[config.mk]
export PLATFORM = sky130hd
export DESIGN_NAME = mux2_rr_arbiter
export DESIGN_NICKNAME = d
export VERILOG_FILES = /design/src/rtl/mux2_rr_arbiter.sv
export SDC_FILE = /design/constraint.sdc
export NUM_CORES = 1
export LEC_CHECK = 0
export ABC_AREA = 1
export BUFFER_PORTS_ARGS = -buffer_cell sky130_fd_sc_hd__buf_2
export CAP_MARGIN = 20
export CORE_MARGIN = 2
export CORE_UTILIZATION = 48
export CTS_BUF_LIST = sky130_fd_sc_hd__clkbuf_8 sky130_fd_sc_hd__clkbuf_16
export DETAILED_ROUTE_END_ITERATION = 8
export GPL_TIMING_DRIVEN = 0
export PLACE_DENSITY = 0.91
export SETUP_SLACK_MARGIN = 0.5
export SYNTH_ARGS = -nofsm -noshare
export SYNTH_HDL_FRONTEND = slang
export SYNTH_SLANG_ARGS = --single-unit
[constraint.sdc]
create_clock -name clk -period 1.9 [get_ports clk]
set_input_delay 0.19 -clock clk [delete_from_list [all_inputs] [get_ports clk]]
set_output_delay 0.19 -clock clk [all_outputs]
set_load 0.05 [all_outputs]
[src/rtl/mux2_rr_arbiter.sv]
// Two-requester packet arbiter driving a 2:1 mux onto one downstream channel.
// Latency: one cycle from valid to grant, then zero-latency combinational data path.
// Backpressure: out_ready reaches only the granted requester; the grant holds until its last beat.
module mux2_rr_arbiter #(
   parameter int DATA_W = 8,
   parameter int CNT_W  = 8
) (
   input  logic              clk,
   input  logic              rst_n,
   input  logic              a_valid,
   input  logic [DATA_W-1:0] a_data,
   input  logic              a_last,
   output logic              a_ready,
   input  logic              b_valid,
   input  logic [DATA_W-1:0] b_data,
   input  logic              b_last,
   output logic              b_ready,
   output logic              out_valid,
   output logic [DATA_W-1:0] out_data,
   output logic              out_last,
   input  logic              out_ready,
   output logic              sel,
   output logic              busy,
   output logic [CNT_W-1:0]  a_pkt_cnt,
   output logic [CNT_W-1:0]  b_pkt_cnt
);

   typedef enum logic [1:0] {
      IDLE  = 2'd0,
      GNT_A = 2'd1,
      GNT_B = 2'd2
   } state_t;

   state_t state;
   logic   prio;          // 0: A wins a tie, 1: B wins a tie
   logic   a_done;
   logic   b_done;

   assign a_done = (state == GNT_A) && a_valid && out_ready && a_last;
   assign b_done = (state == GNT_B) && b_valid && out_ready && b_last;

   // Handshake signals decode straight from the registered state so reset clears them without a clock.
   assign out_valid = ((state == GNT_A) && a_valid) || ((state == GNT_B) && b_valid);
   assign a_ready   = (state == GNT_A) && out_ready;
   assign b_ready   = (state == GNT_B) && out_ready;
   assign out_data  = sel ? b_data : a_data;
   assign out_last  = sel ? b_last : a_last;

   always_ff @(posedge clk or negedge rst_n) begin
      if (!rst_n) begin
         state     <= IDLE;
         sel       <= 1'b0;
         prio      <= 1'b0;
         busy      <= 1'b0;
         a_pkt_cnt <= '0;
         b_pkt_cnt <= '0;
      end else begin
         unique case (state)
            IDLE: begin
               if (a_valid && (!b_valid || !prio)) begin
                  state <= GNT_A;
                  sel   <= 1'b0;
                  busy  <= 1'b1;
               end else if (b_valid) begin
                  state <= GNT_B;
                  sel   <= 1'b1;
                  busy  <= 1'b1;
               end
            end
            GNT_A: begin
               if (a_done) begin
                  a_pkt_cnt <= a_pkt_cnt + CNT_W'(1);
                  prio      <= 1'b1;
                  if (b_valid) begin
                     state <= GNT_B;
                     sel   <= 1'b1;
                  end else begin
                     state <= IDLE;
                     busy  <= 1'b0;
                  end
               end
            end
            GNT_B: begin
               if (b_done) begin
                  b_pkt_cnt <= b_pkt_cnt + CNT_W'(1);
                  prio      <= 1'b0;
                  if (a_valid) begin
                     state <= GNT_A;
                     sel   <= 1'b0;
                  end else begin
                     state <= IDLE;
                     busy  <= 1'b0;
                  end
               end
            end
            default: begin
               state <= IDLE;
               busy  <= 1'b0;
            end
         endcase
      end
   end

endmodule
==> results.cfg <==
[outcome]
status = finished clean

[sta]
min_period_ns = 1.53
setup_viol = 0
fin_hold_ws_ns = 0.348
worst_pin_slew_ns = 0.501
min_period_over_period_pct = 80.4
max_slew_margin_pct = 66.6
fin_tns_setup_ns = 0
rsz0062_at_grt = true
max_clock_freq_mhz = 655
drv_slew = 0
hold_violations = 0
timing.final.ws_setup_ns = 0.373
fin_skew_ns = 0.00387

[hold_path]
holdPathStages = 5
hp-class = in2reg

[clock_network]
path_clk_slew_ns = 0.08
h-tree-depth = 1
insertion_delay_ns = 0.27
cts.sinks = 21
ctsLongestPathBuffers = 2
cts_tree = yes
root_buffer = clkbuf_8
cts_inserted_buffers = 3

[critical_path]
cp_num_cells = 5
endpoint_kind = output port
worst-path-buf-inv = 3
path_delay_family = flip-flops
path_cells = inv_2 > ha_4 > inv_2 > o22ai_2 > buf_6
cpMaxStageDelayCell = dfrtp_1
path_class = reg2out
required_ns = 1.71
crit_top_cell = inv_2
startpoint_type = register
cp_slowest_stage_delay_ns = 0.42
arrival_ns = 1.34
r2r_cells = 7
critPathMaxFanout = 3

[layout]
multiInputGateArea_um2 = 820
final.fill_count = 198
antenna_cells = 0
final_util_pct = 75.3
final_nets = 265
drive_gt1_share_pct = 48.5
syn_to_final_growth_pct = 52.1
regArea_um2 = 528

[flow_run]
maxCapViolations = 0

[placed_design]
post-place-ws_ns = 0.352
dp_hpwl_um = 2370
routabilityCongestion = 0.907
portBuffers = 52

[drt]
drc = 0
dr.pass1.iters = 4
met1_length_um = 1550
viasPerCell = 5.23
drt_iter0_markers = 39
antenna_left = 0
met2_length_um = 2180
wl_per_cell_um = 15.3
wl_met3_um = 224
finalWirelength_um = 4070
top_layer = met4
vias = 1390

[global_routing]
gr-total-overflow = 0
grtUsageTotal_pct = 24.0
grt_pass1_vias = 1379
antenna_found_initial = 0
grt_max_degree = 22
grt_pass1_wl_um = 5910

[synthesis]
synth_seq_cells = 21
netlist_area_um2 = 1340
yosysTopAreaCell = dfrtp_1
ys.warnings.count = 0
avgSynthCellArea_um2 = 8.24
ys_types = 22
synth_top_area_share_pct = 39.1
synth_seq_area_share_pct = 39.1
synthCells = 163
synth.area.top_cells = dfrtp_1 (39%), nand2_1 (14%), mux2_2 (7.5%)
syn_nets = 192

[floorplanning]
dieWidth_um = 56.9
row_count = 19
ioPinCount = 53
dieHeight_um = 56.9
start_util_pct = 49.5
core-area_um2 = 2710
dieArea_um2 = 3240

[power_and_ir_drop]
powerDensity_nw_per_um2 = 1460
peakVddDrop_uv = 1220
p_leak_nw = 1.20
power_mw = 2.98
## state kept, by name (all words and copies together), names as in the netlist
signal     cells
state          2
prio           1
a_pkt_cnt      8
b_pkt_cnt      8
sel            1
busy           1
## Yosys cell counts, drive strengths merged
master	number
nand2	56
inv	27
dfrtp	21
nor2	10
mux2	9
ha	6
xor2	6
nand3	5
o21ai	5
nand4	4
xnor2	4
a21oi	3
o22ai	3
nand3b	2
buf	1
o21bai	1
## final timing paths
kind | from | endpoint | slack [ns]
worst max-delay path | state[0]$_DFFE_PN0P_ | out_valid | 0.37
worst min-delay path | b_last | b_pkt_cnt[1]$_DFFE_PN0P_ | 0.35
worst max register to register | state[0]$_DFFE_PN0P_ | b_pkt_cnt[2]$_DFFE_PN0P_ | 0.42
worst min register to register | busy$_DFFE_PN0P_ | busy$_DFFE_PN0P_ | 0.50
max in group asynchronous | rst_n | state[1]$_DFFE_PN0P_ | 1.11
min in group asynchronous | rst_n | prio$_DFFE_PN0P_ | 0.42
## kinds of logic after synthesis
kind of cell | after synthesis | synth area share (%)
AND/OR/NAND/NOR | 77 | 28.1
buffers and inverters | 28 | 7.92
flip-flops | 21 | 39.1
AO/OA/AOI/OAI | 12 | 5.22
XOR/XNOR | 10 | 6.52
multiplexers | 9 | 7.55
adder cells (fa/ha/maj) | 6 | 5.59
## area by class of cell
class | count | area share (%)
Buffer | 1 | 0.551
Inverter | 27 | 5.21
Timing Repair Buffer | 68 | 24.1
Clock inverter | 1 | 0.245
Tap cell | 31 | 1.90
Sequential cell | 21 | 25.9
Clock buffer | 3 | 2.02
Multi-Input combinational cell | 114 | 40.1
## metal layers
layer  up-vias  global-route usage, %
met5         -                      0
met4         0                   9.63
met3        10                   4.38
met1       657                   28.3
li1        658                      -
met2        65                   42.5
## cell usage in the layout, fill, tap and decap left out, drive strengths merged
master        n
clkinv        1
mux2          9
a21oi         3
buf          68
clkbuf        3
o21ai         5
nand2        56
inv          27
o21bai        1
ha            6
o22ai         3
nand3b        2
xnor2         4
nor2         10
nand4         4
dlygate4sd3   1
xor2          6
nand3         5
dfrtp        21
## power by group
| group | leakage, nW | total, mW | switching [mW] | internal, mW |
|---|---|---|---|---|
| sequential | 0.270 | 0.717 | 0.138 | 0.578 |
| clock | 0.0255 | 0.311 | 0.164 | 0.147 |
| combinational | 0.900 | 1.95 | 1.23 | 0.724 |
## metrics by stage
| stage | instances | cell area [um^2] |
|---|---|---|
| floorplan | 163 | 1360 |
| global placement | 246 | 1660 |
| detailed placement | 246 | 1660 |
| CTS | 259 | 1910 |
| global route | 266 | 2040 |
| finish | 266 | 2040 |
## tightest hold or removal path, stage by stage
cell and delay, ns:
buf_2 0.11, nand2_2 0.10, nor2_4 0.07, nand2_1 0.06
nand2_1 0.05
## timing repair
item / in CTS / in global routing
hold buffers: 1 / 0
buffers inserted: 7 / 7
hold endpoints to repair: 21 / 0
setup endpoints to repair: 25 / 25
cloned: 1 / 0
gates resized for setup: 45 / 20
pin swaps: 6 / 6
Power figures use the tool's default switching activity.
